`src/rtl/vga_pattern_pkg.sv`:
```
// Shared constants, mode encoding and colour palette for the VGA test-pattern source.
package vga_pattern_pkg;

  localparam int H_ACTIVE = 640;
  localparam int V_ACTIVE = 480;
  localparam int BAR_W    = 40;
  localparam int BAR_H    = 30;

  typedef enum logic [1:0] {
    VBARS  = 2'd0,
    HBARS  = 2'd1,
    CHECK  = 2'd2,
    SCROLL = 2'd3
  } mode_e;

  localparam logic [0:15][11:0] PALETTE = {
    12'hf00, 12'hff0, 12'h0f0, 12'h00f,
    12'hf0f, 12'h0ff, 12'h800, 12'h080,
    12'h008, 12'h888, 12'h808, 12'h088,
    12'h444, 12'h222, 12'h111, 12'hfff
  };

  // Bar index for an active-area coordinate; at most 15 over the active range.
  function automatic logic [3:0] bar_idx(input logic [9:0] a, input logic [9:0] w);
    logic [9:0] q;
    q = a / w;
    return q[3:0];
  endfunction

  function automatic logic [9:0] wrap_h(input logic [10:0] s);
    logic [10:0] r;
    r = (s >= 11'(H_ACTIVE)) ? s - 11'(H_ACTIVE) : s;
    return r[9:0];
  endfunction

endpackage

```
`src/rtl/btn_debounce.sv`:
```
// Push-button synchroniser and stable-level debouncer with a rising-edge press pulse.
module btn_debounce #(
  parameter int DEBOUNCE_CYCLES = 250000
) (
  input  logic clk,
  input  logic rst,
  input  logic btn,
  output logic db,
  output logic press
);

  localparam int CNT_W = (DEBOUNCE_CYCLES < 2) ? 1 : $clog2(DEBOUNCE_CYCLES + 1);
  localparam logic [CNT_W-1:0] CNT_LAST = CNT_W'(DEBOUNCE_CYCLES - 1);

  logic             sync0_q, sync1_q;
  logic [CNT_W-1:0] cnt_q, cnt_d;
  logic             db_q, db_d;
  logic             db_prev_q;

  // The counter only runs while the synchronised level disagrees with db; any bounce back clears it.
  always_comb begin
    cnt_d = '0;
    db_d  = db_q;
    if (sync1_q != db_q) begin
      if (cnt_q == CNT_LAST) begin
        db_d = ~db_q;
      end else begin
        cnt_d = cnt_q + CNT_W'(1);
      end
    end
  end

  always_ff @(posedge clk) begin
    if (rst) begin
      sync0_q   <= 1'b0;
      sync1_q   <= 1'b0;
      cnt_q     <= '0;
      db_q      <= 1'b0;
      db_prev_q <= 1'b0;
    end else begin
      sync0_q   <= btn;
      sync1_q   <= sync0_q;
      cnt_q     <= cnt_d;
      db_q      <= db_d;
      db_prev_q <= db_q;
    end
  end

  assign db    = db_q;
  assign press = db_q & ~db_prev_q;

endmodule

```
`src/rtl/vga_pattern_gen.sv`:
```
// Test-pattern pixel source: button-selected mode, committed only at frame boundaries.
module vga_pattern_gen
  import vga_pattern_pkg::*;
#(
  parameter int DEBOUNCE_CYCLES = 250000,
  parameter int SCROLL_STEP     = 2
) (
  input  logic        clk,
  input  logic        rst,
  input  logic [9:0]  h_addr,
  input  logic [9:0]  v_addr,
  input  logic        vga_valid,
  input  logic        btn,
  output logic [11:0] vga_data,
  output logic [1:0]  mode,
  output logic        frame_tick
);

  logic        db_unused;
  logic        press;
  logic [9:0]  v_prev_q;
  logic        frame_tick_q, frame_tick_d;
  logic [1:0]  pend_mode_q, pend_mode_d;
  mode_e       mode_q, mode_d;
  logic [9:0]  offset_q, offset_d;
  logic [9:0]  scroll_x;

  btn_debounce #(
    .DEBOUNCE_CYCLES(DEBOUNCE_CYCLES)
  ) u_debounce (
    .clk   (clk),
    .rst   (rst),
    .btn   (btn),
    .db    (db_unused),
    .press (press)
  );

  assign frame_tick_d = (v_prev_q != '0) && (v_addr == '0);

  // A press coinciding with the tick is not committed until the following frame.
  always_comb begin
    pend_mode_d = press ? pend_mode_q + 2'd1 : pend_mode_q;
    mode_d      = mode_q;
    offset_d    = offset_q;
    if (frame_tick_q) begin
      mode_d = mode_e'(pend_mode_q);
      if (mode_q == SCROLL) begin
        offset_d = wrap_h({1'b0, offset_q} + 11'(SCROLL_STEP));
      end
    end
  end

  always_ff @(posedge clk) begin
    if (rst) begin
      v_prev_q     <= '0;
      frame_tick_q <= 1'b0;
      pend_mode_q  <= '0;
      mode_q       <= VBARS;
      offset_q     <= '0;
    end else begin
      v_prev_q     <= v_addr;
      frame_tick_q <= frame_tick_d;
      pend_mode_q  <= pend_mode_d;
      mode_q       <= mode_d;
      offset_q     <= offset_d;
    end
  end

  assign scroll_x = wrap_h({1'b0, h_addr} + {1'b0, offset_q});

  // Zero-latency pixel mux; the timing controller samples it in the same cycle.
  always_comb begin
    vga_data = 12'h000;
    if (!rst && vga_valid) begin
      case (mode_q)
        VBARS:   vga_data = PALETTE[bar_idx(h_addr, 10'(BAR_W))];
        HBARS:   vga_data = PALETTE[bar_idx(v_addr, 10'(BAR_H))];
        CHECK:   vga_data = (h_addr[5] ^ v_addr[5]) ? 12'hfff : 12'h000;
        SCROLL:  vga_data = PALETTE[bar_idx(scroll_x, 10'(BAR_W))];
        default: vga_data = 12'h000;
      endcase
    end
  end

  assign mode       = mode_q;
  assign frame_tick = frame_tick_q;

endmodule

```
`config.mk`:
```
export PLATFORM = sky130hd
export DESIGN_NAME = vga_pattern_gen
export DESIGN_NICKNAME = d
export VERILOG_FILES = /design/src/rtl/vga_pattern_pkg.sv /design/src/rtl/btn_debounce.sv /design/src/rtl/vga_pattern_gen.sv
export SDC_FILE = /design/constraint.sdc
export NUM_CORES = 1
export LEC_CHECK = 0
export ABC_AREA = 0
export BUFFER_PORTS_ARGS = -buffer_cell sky130_fd_sc_hd__buf_2
export CAP_MARGIN = 20
export CORE_MARGIN = 3
export CORE_UTILIZATION = 50
export DETAILED_ROUTE_END_ITERATION = 10
export PLACE_DENSITY = 0.69
export SYNTH_ARGS = -nofsm -noshare
export SYNTH_HDL_FRONTEND = slang
export SYNTH_SLANG_ARGS = --single-unit
```
`constraint.sdc`:
```
create_clock -name clk -period 26.8 [get_ports clk]
set_clock_uncertainty 0.1 [all_clocks]
set_input_delay 8.04 -clock clk [delete_from_list [all_inputs] [get_ports clk]]
set_output_delay 8.04 -clock clk [all_outputs]
set_load 0.02 [all_outputs]
```
==> impl_metrics.yaml, run 1 <==
outcome:
  status: "finished clean"
setup_path:
  r2r_setup_slack_ns: 24.07
  crit_top_cell: "ha_1"
  r2r-end: "offset_q[7]$_SDFFE_PP0P_"
  critPathLaunchType: "input port"
  ff2ff_path_depth: 10
  slowest_delay_ns: 0.43
  critPathCaptureType: "primary output"
  worstPathRequired_ns: 18.66
  cp_max_fo: 11
  r2r-start: "offset_q[2]$_SDFFE_PP0P_"
  cp.arrival_ns: 13.54
  crit_path_top_delay_cell: "o21ai_0"
  path_class: "input port to primary output"
detailed_routing:
  routed.top_layer: "met4"
  wl_met2_mm: 5.913
  drtAntennaViolNets: 0
  drc: 0
  dr.first_iter.drc_count: 255
  wire_per_inst_um: 15.23
  routedLengthMet1_mm: 5.405
  firstDrtPassIters: 5
  finalWirelength_mm: 11.98
  vias: 4833
  wl_met3_um: 490
  viasPerCell: 6.141
grt:
  grt_pass1_vias: 4333
  grt_max_degree: 32
  grt-ovfl-total: 0
  track_usage_pct: 23.07
  grt_first_pass_wirelength_mm: 20.24
  antenna_found_initial: 0
die:
  die_y_um: 103.3
  dieArea_sq_mm: 0.01067
  num_rows: 34
  core_sq_mm: 0.008976
  pin_count: 39
  dieWidth_um: 103.3
  initial_utilization_pct: 52.72
timing:
  tightest_slew_ns: 0.9195
  fmax_mhz: 46.11
  max_slew_margin_pct: 37.73
  maxSlewViolCount: 0
  setup_tns_ns: 0
  finalSetupViolations: 0
  fin_crit_ns: 21.68
  post-route-period-util_pct: 80.91
  rsz0062_at_grt: "no"
  final-hold-violation-count: 0
placement:
  routabilityCongestion: 0.9711
  dpl.hpwl_mm: 9.094
  portBuffers: 38
hold_path:
  holdPathStages: 1
  min_path_type: "flip-flop to flip-flop"
  worstHoldStart: "u_debounce.sync0_q$_SDFF_PP0_"
  whs_endpoint: "u_debounce.sync1_q$_SDFF_PP0_"
logic_synthesis:
  synth_nets: 694
  synthArstFlopShare_pct: 0
  yosys-top-cells-area: "dfxtp_1 (19%), ha_1 (6.3%), nor2_1 (5.9%), o21ai_0 (5.0%), a21oi_1 (4.3%)"
  yosysWarnings: 0
  yosys-top-cells-count: "nor2_1 (75), nand2_1 (47), o21ai_0 (47)"
  synth_cells: 645
  syn_area_per_cell_sq_um: 7.336
  ys_seq_elements: 46
  synth_most_common_cell: "nor2_1"
  synthFlopType: "dfxtp_1"
  netlist.area_leader.share_pct: 19.46
  synth_edf_count: 0
  syn_area_sq_mm: 0.004732
  ys_seq_area_share_pct: 19.46
  synth_cell_types: 79
  synth.largest_area_cell: "dfxtp_1"
pwr:
  switchingPower_mw: 0.06631
  p_per_area_mw_per_mm2: 35.39
  sequentialPowerShare_pct: 38.9
  clockPowerShare_pct: 24.5
  leakage_nw: 1.968
  combPwrFrac_pct: 36.7
  swShare_pct: 37.06
  total_power_mw: 0.1789
  intPower_mw: 0.1126
  ir_drop_uv: 35.39
cts:
  clock-root-buffer: "clkbuf_8"
  clk_pin_slew_ns: 0.09
  numCtsBuffers: 5
  clkLatencyLatePin_ns: 0.30
  cts.sinks: 46
  postCtsSetupBuffers: 0
  ctsHtreeMaxLevel: 2
  hold_buffers: 0
  clockBufferDepth: 2
  cts_tree: "done"
  cts_resized: 0
layout:
  fin_util_pct: 56.33
  drive_gt1_share_pct: 11.04
  nets: 709
  diodes: 0
  area_growth_pct: 6.848
flow_run:
  cap_viol_max_count: 0
-- layout make-up --
| type | count | area (sq um) |
|---|---|---|
| Sequential cell | 46 | 920.9 |
| Fill cell | 904 | 3920 |
| Timing Repair Buffer | 42 | 217.7 |
| Multi-Input combinational cell | 546 | 3595 |
| Tap cell | 126 | 157.7 |
| Inverter | 19 | 71.32 |
| Clock buffer | 5 | 68.82 |
| Clock inverter | 3 | 25.02 |
-- logic make-up (layout without fill, tap and decap cells) --
kind of cell             count (synthesis)  after routing  share of synthesized area [%]
XOR/XNOR                                39             39                          7.774
AO/OA/AOI/OAI                          202            202                          29.09
adder cells (fa/ha/maj)                 29             29                          7.615
multiplexers                            18             18                          3.860
AND/OR/NAND/NOR                        258            258                          27.63
flip-flops                              46             46                          19.46
buffers and inverters                   53             69                          4.574
-- power groups by stage --
| stage | clock network (mW) | logic, mW | registers [mW] |
|---|---|---|---|
| 2_1_floorplan | 0 | 0.0503 | 0.0711 |
| 3_3_place_gp | 0 | 0.0632 | 0.0712 |
| 3_5_place_dp | 0 | 0.0647 | 0.0712 |
| 4_1_cts | 0.0454 | 0.0651 | 0.0696 |
| 5_1_grt | 0.0479 | 0.0735 | 0.0697 |
| 6_report | 0.0438 | 0.0656 | 0.0695 |
-- routing by layer --
layer / GRT usage (%) / vias to the layer above
li1: - / 2432
met1: 30.31 / 2272
met2: 40.26 / 115
met3: 2.549 / 14
met4: 6.076 / 0
met5: 0 / -
-- flip-flops by register name, summed over array words and instances, names as in the netlist --
name                  cells
offset_q                  9
mode                      2
u_debounce.db_prev_q      1
u_debounce.db             1
pend_mode_q               2
u_debounce.sync0_q        1
frame_tick                1
u_debounce.sync1_q        1
u_debounce.cnt_q         18
v_prev_q                 10
-- cell usage in the layout, fill, tap and decap left out, types with 13 or more instances in the layout --
cell type  netlist  layout
a21oi_1         41      41
mux2i_1         16      16
nor3_1          15      15
nand2_1         47      47
ha_1            24      24
buf_2            2      39
a31oi_1         13      13
and3_1          14      14
xnor2_1         18      18
nor2b_1         20      20
o21ai_0         47      47
dfxtp_1         46      46
or3_1           13      13
nor2_1          75      75
inv_1           18      18
nand3_1         21      21
xor2_1          19      19
-- per-stage QoR --
step                      instance area, sq um  std cells  setup WS (ns)  hold WS, ns
final                                     5056        787          5.115       0.3435
after detailed placement                  4957        778          5.163       0.3256
after CTS                                 5051        786          5.166       0.3472
after global routing                      5056        787          4.522       0.3689
after global placement                    4957        778          5.485       0.3195
after floorplan                           4732        645          5.744       0.3132
-- worst max-delay path by stage --
stage	start	end	slack [ns]	cells past startpoint
after global routing	h_addr[5]	vga_data[8]	4.52	24
after detailed placement	h_addr[1]	vga_data[8]	5.16	26
final	h_addr[1]	vga_data[8]	5.12	26
after CTS	h_addr[1]	vga_data[8]	5.17	26
after global placement	h_addr[5]	vga_data[8]	5.48	21
after floorplan	h_addr[1]	vga_data[8]	5.74	22
-- worst max-delay path: cells and delay by family --
kind                     cells  cell delay (ns)
AND/OR/NAND/NOR              5             0.76
AO/OA/AOI/OAI               12             3.15
adder cells (fa/ha/maj)      4             0.93
buffers and inverters        5             0.64
Note: power is estimated with default switching activity, not from simulation.
==> run 2, diff against run 1 <==
--- a/config.mk
+++ b/config.mk
@@ -11,7 +11,7 @@
 export CORE_MARGIN = 3
 export CORE_UTILIZATION = 50
 export DETAILED_ROUTE_END_ITERATION = 10
-export PLACE_DENSITY = 0.69
+export PLACE_DENSITY = 0.71
 export SYNTH_ARGS = -nofsm -noshare
 export SYNTH_HDL_FRONTEND = slang
 export SYNTH_SLANG_ARGS = --single-unit
==> constraint.sdc (replaced) <==
create_clock -name clk -period 18.5 [get_ports clk]
set_clock_uncertainty 0.1 [all_clocks]
set_input_delay 5.55 -clock clk [delete_from_list [all_inputs] [get_ports clk]]
set_output_delay 5.55 -clock clk [all_outputs]
set_load 0.02 [all_outputs]
==> run 2 against run 1 <==
Compared with the run above: non-clock buffer count did not move; combinational power grew 47%; register-to-register slack lost 8.3 ns; wire length decreased by 0.43%; flip-flop and latch count is the same; clock power rose by 45%; worst hold slack about the same; total power up 46%; sequential share of layout area barely moved; design area about the same; critical path depth fell by 3; critical endpoint unchanged; largest cell class unchanged.
==> impl_metrics.yaml, run 2 (same netlist as run 1, synthesis figures left out) <==
layout:
  final_common_cell: "nor2_1"
  diodes: 0
  fillers: 832
  mostFrequentLayoutCells: "nor2_1 (75), o21ai_0 (47), nand2_1 (47)"
  nets: 709
  largest_reg_flops: 18
  top_regs: "u_debounce.cnt_q x18, v_prev_q x10, offset_q x9"
  drive_gt1_share_pct: 10.89
  largest-register: "u_debounce.cnt_q"
  area_growth_pct: 6.875
die:
  dieWidth_um: 103.3
  dieArea_sq_mm: 0.01067
  pin_count: 39
  die_y_um: 103.3
  core_sq_mm: 0.008976
  initial_utilization_pct: 52.72
  num_rows: 34
pwr:
  p_per_area_mw_per_mm2: 51.57
  total_power_mw: 0.2608
  leakage_nw: 1.972
  clockPowerShare_pct: 24.4
  ir_drop_uv: 48.52
  sequentialPowerShare_pct: 38.6
  switchingPower_mw: 0.09402
  swShare_pct: 36.05
  combPwrFrac_pct: 37.0
  intPower_mw: 0.1668
cts:
  clock-root-buffer: "clkbuf_8"
  hold_buffers: 0
  cts_tree: "done"
  clk_pin_slew_ns: 0.08
  numCtsBuffers: 5
  cts.sinks: 46
  clockBufferDepth: 2
  postCtsSetupBuffers: 0
  ctsHtreeMaxLevel: 2
  cts_resized: 0
  clkLatencyLatePin_ns: 0.30
timing:
  max_slew_margin_pct: 36.89
  finalSetupViolations: 0
  maxSlewViolCount: 0
  hold_slack_ns: 0.3437
  fin_crit_ns: 16.73
  tightest_slew_ns: 0.9319
  post-route-period-util_pct: 90.43
  final-hold-violation-count: 0
  fmax_mhz: 59.77
  rsz0062_at_grt: "no"
  setup_tns_ns: 0
setup_path:
  cp.arrival_ns: 11.08
  cp_max_fo: 11
  path_class: "input port to primary output"
  critPathCaptureType: "primary output"
  worstPathRequired_ns: 12.85
  critPathLaunchType: "input port"
grt:
  grt_max_degree: 32
  grt_first_pass_wirelength_mm: 19.51
  grt-ovfl-total: 0
  antenna_found_initial: 0
  track_usage_pct: 22.04
  grt_pass1_vias: 4281
placement:
  portBuffers: 38
  dpl.hpwl_mm: 9.167
  routabilityCongestion: 0.8884
detailed_routing:
  finalWirelength_mm: 11.93
  firstDrtPassIters: 6
  viasPerCell: 6.172
  vias: 4857
  wire_per_inst_um: 15.16
  dr.first_iter.drc_count: 329
  drtAntennaViolNets: 0
  drc: 0
flow_run:
  cap_viol_max_count: 0
outcome:
  status: "finished clean"
hold_path:
  min_path_type: "flip-flop to flip-flop"
==> run 2: cell types whose count changed in the layout (fill, tap and decap cells not counted), sizes merged <==
cell and delta:
clkinv -1, clkbuf +2, clkinvlp -1
==> run 2: power by group through the flow <==
stage          Clock (mW)  Sequential [mW]  Combinational (mW)
5_1_grt            0.0692            0.101               0.107
6_report           0.0637            0.101              0.0964
3_5_place_dp            0            0.103              0.0941
3_3_place_gp            0            0.103              0.0921
4_1_cts            0.0662            0.101              0.0947
2_1_floorplan           0            0.103              0.0728
==> run 2: metrics by stage <==
stage	setup slack [ns]	cell area [sq um]	instances	utilization, %
floorplan	2.424	4732	645	-
detailed placement	1.856	4957	778	55.23
CTS	1.840	5052	786	56.29
global placement	2.127	4957	778	55.23
global route	1.234	5057	787	56.34
finish	1.770	5057	787	56.34
==> run 2: layer usage <==
layer	GRT usage, %	wire length (um)	share of wire, %	vias up
met5	0	0	0	-
met4	5.080	172	1.4	0
met3	2.146	634	5.3	14
met2	37.25	5661	47	145
met1	30.43	5465	46	2272
li1	-	-	-	2426
==> run 2: cell type report <==
type / count / area [sq um] / share of cell area, %
clock buffer: 7 / 86.33 / 1.707
clock inverter: 1 / 8.758 / 0.1732
timing repair buffer: 42 / 217.7 / 4.305
inverter: 19 / 71.32 / 1.410
multi-input combinational: 546 / 3595 / 71.08
sequential: 46 / 920.9 / 18.21
tap: 126 / 157.7 / 3.117
==> run 2: worst paths after layout <==
path                                                     from                       endpoint  slack, ns  cells past startpoint
worst max-delay path                                h_addr[1]                    vga_data[8]       1.77                     23
worst min register to register  u_debounce.sync0_q$_SDFF_PP0_  u_debounce.sync1_q$_SDFF_PP0_       0.34                      1
worst max register to register       offset_q[2]$_SDFFE_PP0P_       offset_q[7]$_SDFFE_PP0P_      15.79                     10
worst min-delay path            u_debounce.sync0_q$_SDFF_PP0_  u_debounce.sync1_q$_SDFF_PP0_       0.34                      1
==> run 2: worst max-delay path, stage by stage <==
cell and delay, ns:
buf_2 0.10, ha_1 0.19, inv_1 0.06, fa_1 0.40
and2b_1 0.24, o2111a_1 0.29, o21ai_0 0.22, nand2_2 0.20
ha_1 0.37, nand2_1 0.14, o311ai_1 0.83, mux2i_1 0.22
o221a_1 0.31, nand2_2 0.15, nand2_1 0.07, a221o_1 0.39
inv_2 0.12, ha_1 0.15, o311ai_1 0.12, a31oi_1 0.31
a221oi_1 0.15, a211oi_1 0.30, buf_2 0.21
==> run 3, diff against run 2 <==
--- a/config.mk
+++ b/config.mk
@@ -8,9 +8,9 @@
 export ABC_AREA = 0
 export BUFFER_PORTS_ARGS = -buffer_cell sky130_fd_sc_hd__buf_2
 export CAP_MARGIN = 20
-export CORE_MARGIN = 3
 export CORE_UTILIZATION = 50
 export DETAILED_ROUTE_END_ITERATION = 10
+export GPL_TIMING_DRIVEN = 0
 export PLACE_DENSITY = 0.71
 export SYNTH_ARGS = -nofsm -noshare
 export SYNTH_HDL_FRONTEND = slang
==> constraint.sdc (replaced) <==
create_clock -name clk -period 18.5 [get_ports clk]
set_clock_uncertainty 0.1 [all_clocks]
set_input_delay 2.775 -clock clk [delete_from_list [all_inputs] [get_ports clk]]
set_output_delay 2.775 -clock clk [all_outputs]
set_load 0.02 [all_outputs]
==> run 3 against run 2 <==
Compared with the run above: die area shrank 7.6%; non-clock buffer count grew 29; clock power shrank 0.9%; fmax grew 46%; largest power group unchanged.
==> impl_metrics.yaml, run 3 (same netlist as run 1, synthesis figures left out) <==
timing:
  tightest_slew_ns: 0.9889
  fmax_mhz: 87.20
  fin_crit_ns: 11.47
  post-route-period-util_pct: 61.99
  max_slew_margin_pct: 33.03
  setup_tns_ns: 0
  finalSetupViolations: 0
  rsz0062_at_grt: "no"
  final-hold-violation-count: 0
  hold_slack_ns: 0.3506
  maxSlewViolCount: 0
detailed_routing:
  vias: 4919
  finalWirelength_mm: 11.98
  wire_per_inst_um: 14.96
  firstDrtPassIters: 5
  dr.first_iter.drc_count: 282
  drtAntennaViolNets: 0
  drc: 0
  viasPerCell: 6.141
grt:
  grt_first_pass_wirelength_mm: 20.17
  grt_pass1_vias: 4513
  grt-ovfl-total: 0
  grt_max_degree: 17
  antenna_found_initial: 0
  track_usage_pct: 24.29
cts:
  numCtsBuffers: 5
  cts.sinks: 46
  ctsHtreeMaxLevel: 2
  hold_buffers: 0
  clock-root-buffer: "clkbuf_8"
  cts_resized: 0
  postCtsSetupBuffers: 0
  clk_pin_slew_ns: 0.09
  clkLatencyLatePin_ns: 0.30
  cts_tree: "done"
  clockBufferDepth: 2
setup_path:
  critPathCaptureType: "primary output"
  r2r-end: "offset_q[7]$_SDFFE_PP0P_"
  setup.worst_path.start: "h_addr[1]"
  cp_max_fo: 10
  crit_end: "vga_data[8]"
  critPathLaunchType: "input port"
  r2r-start: "offset_q[3]$_SDFFE_PP0P_"
  ff2ff_path_depth: 12
  cp.arrival_ns: 8.59
  path_class: "input port to primary output"
  r2r_setup_slack_ns: 15.54
  worstPathRequired_ns: 15.62
outcome:
  status: "finished clean"
layout:
  multi_input_area_sq_mm: 0.003595
  regArea_sq_um: 920.9
  area_growth_pct: 8.831
  largest-register: "u_debounce.cnt_q"
  nets: 738
  final_common_cell: "nor2_1"
  mostFrequentLayoutCells: "nor2_1 (75), o21ai_0 (47), nand2_1 (47)"
  top_regs: "u_debounce.cnt_q x18, v_prev_q x10, offset_q x9"
  diodes: 0
  largest_reg_flops: 18
  fillers: 891
  drive_gt1_share_pct: 10.43
pwr:
  p_per_area_mw_per_mm2: 50.70
  ir_drop_uv: 56.35
  leakage_nw: 2.001
  total_power_mw: 0.2611
die:
  pin_count: 39
  core_sq_mm: 0.009196
  dieArea_sq_mm: 0.009858
  die_y_um: 99.29
  initial_utilization_pct: 51.46
  dieWidth_um: 99.29
  num_rows: 35
placement:
  routabilityCongestion: 0.9475
  dpl.hpwl_mm: 9.318
  portBuffers: 36
flow_run:
  cap_viol_max_count: 0
hold_path:
  holdPathStages: 1
  min_path_type: "flip-flop to flip-flop"
==> run 3: cell count changes in the layout (fill, tap and decap cells not counted) <==
cell        before  now
clkinvlp_4       0    1
clkbuf_8         6    5
clkinv_4         0    1
buf_6            0    2
buf_4            3    0
buf_1            0    2
clkbuf_1         1   28
==> run 3: worst min path at each step <==
stage                                     endpoint  slack [ns]                            from
finish               u_debounce.sync1_q$_SDFF_PP0_        0.35   u_debounce.sync0_q$_SDFF_PP0_
global route         u_debounce.sync1_q$_SDFF_PP0_        0.37   u_debounce.sync0_q$_SDFF_PP0_
CTS                 u_debounce.cnt_q[0]$_SDFF_PP0_        0.35  u_debounce.cnt_q[0]$_SDFF_PP0_
detailed placement  u_debounce.cnt_q[0]$_SDFF_PP0_        0.33  u_debounce.cnt_q[0]$_SDFF_PP0_
global placement     u_debounce.sync1_q$_SDFF_PP0_        0.33   u_debounce.sync0_q$_SDFF_PP0_
floorplan           u_debounce.cnt_q[0]$_SDFF_PP0_        0.31  u_debounce.cnt_q[0]$_SDFF_PP0_
==> run 3: where the power goes <==
group          switching (mW)  internal, mW
registers            0.000490         0.100
clock network          0.0358        0.0273
logic                  0.0607        0.0365
total                  0.0969         0.164
==> run 3: final cells by class <==
cell class / count / area share (%)
Timing Repair Buffer: 37 / 3.596
Clock inverter: 3 / 0.4859
Clock buffer: 5 / 1.336
Buffer: 34 / 2.818
Tap cell: 111 / 2.697
Inverter: 19 / 1.385
Multi-Input combinational cell: 546 / 69.80
Sequential cell: 46 / 17.88
==> run 3: through the flow <==
| stage | utilization [%] | instances | instance area [sq um] | setup slack (ns) |
|---|---|---|---|---|
| after detailed placement | 54.93 | 792 | 5051 | 7.108 |
| after CTS | 55.95 | 800 | 5145 | 7.090 |
| after global placement | 54.93 | 792 | 5051 | 7.241 |
| after floorplan | - | 645 | 4732 | 7.974 |
| final | 56.00 | 801 | 5150 | 7.032 |
| after global routing | 56.00 | 801 | 5150 | 6.575 |
==> run 3: routing by layer <==
| metal | vias to the layer above | part of all wire (%) | track usage, % |
|---|---|---|---|
| met1 | 2292 | 45 | 29.80 |
| li1 | 2487 | - | - |
| met4 | 0 | 2.8 | 9.729 |
| met2 | 112 | 48 | 43.43 |
| met3 | 28 | 4.3 | 2.530 |
| met5 | - | 0 | 0 |
==> run 3: worst max-delay path, stage by stage <==
cell,delay (ns)
buf_2,0.12
ha_1,0.20
inv_1,0.06
fa_1,0.39
and2b_1,0.24
o2111a_1,0.28
o21ai_0,0.26
nand2_2,0.22
ha_1,0.19
clkbuf_1,0.31
nand3_1,0.11
a22o_1,0.23
a32oi_1,0.41
nand2_1,0.28
a21oi_1,0.22
o21ai_0,0.11
a211oi_1,0.33
nor2_1,0.07
a221o_1,0.43
inv_2,0.13
ha_1,0.16
o311ai_1,0.13
a31oi_1,0.33
a221oi_1,0.18
a211oi_1,0.22
buf_2,0.19
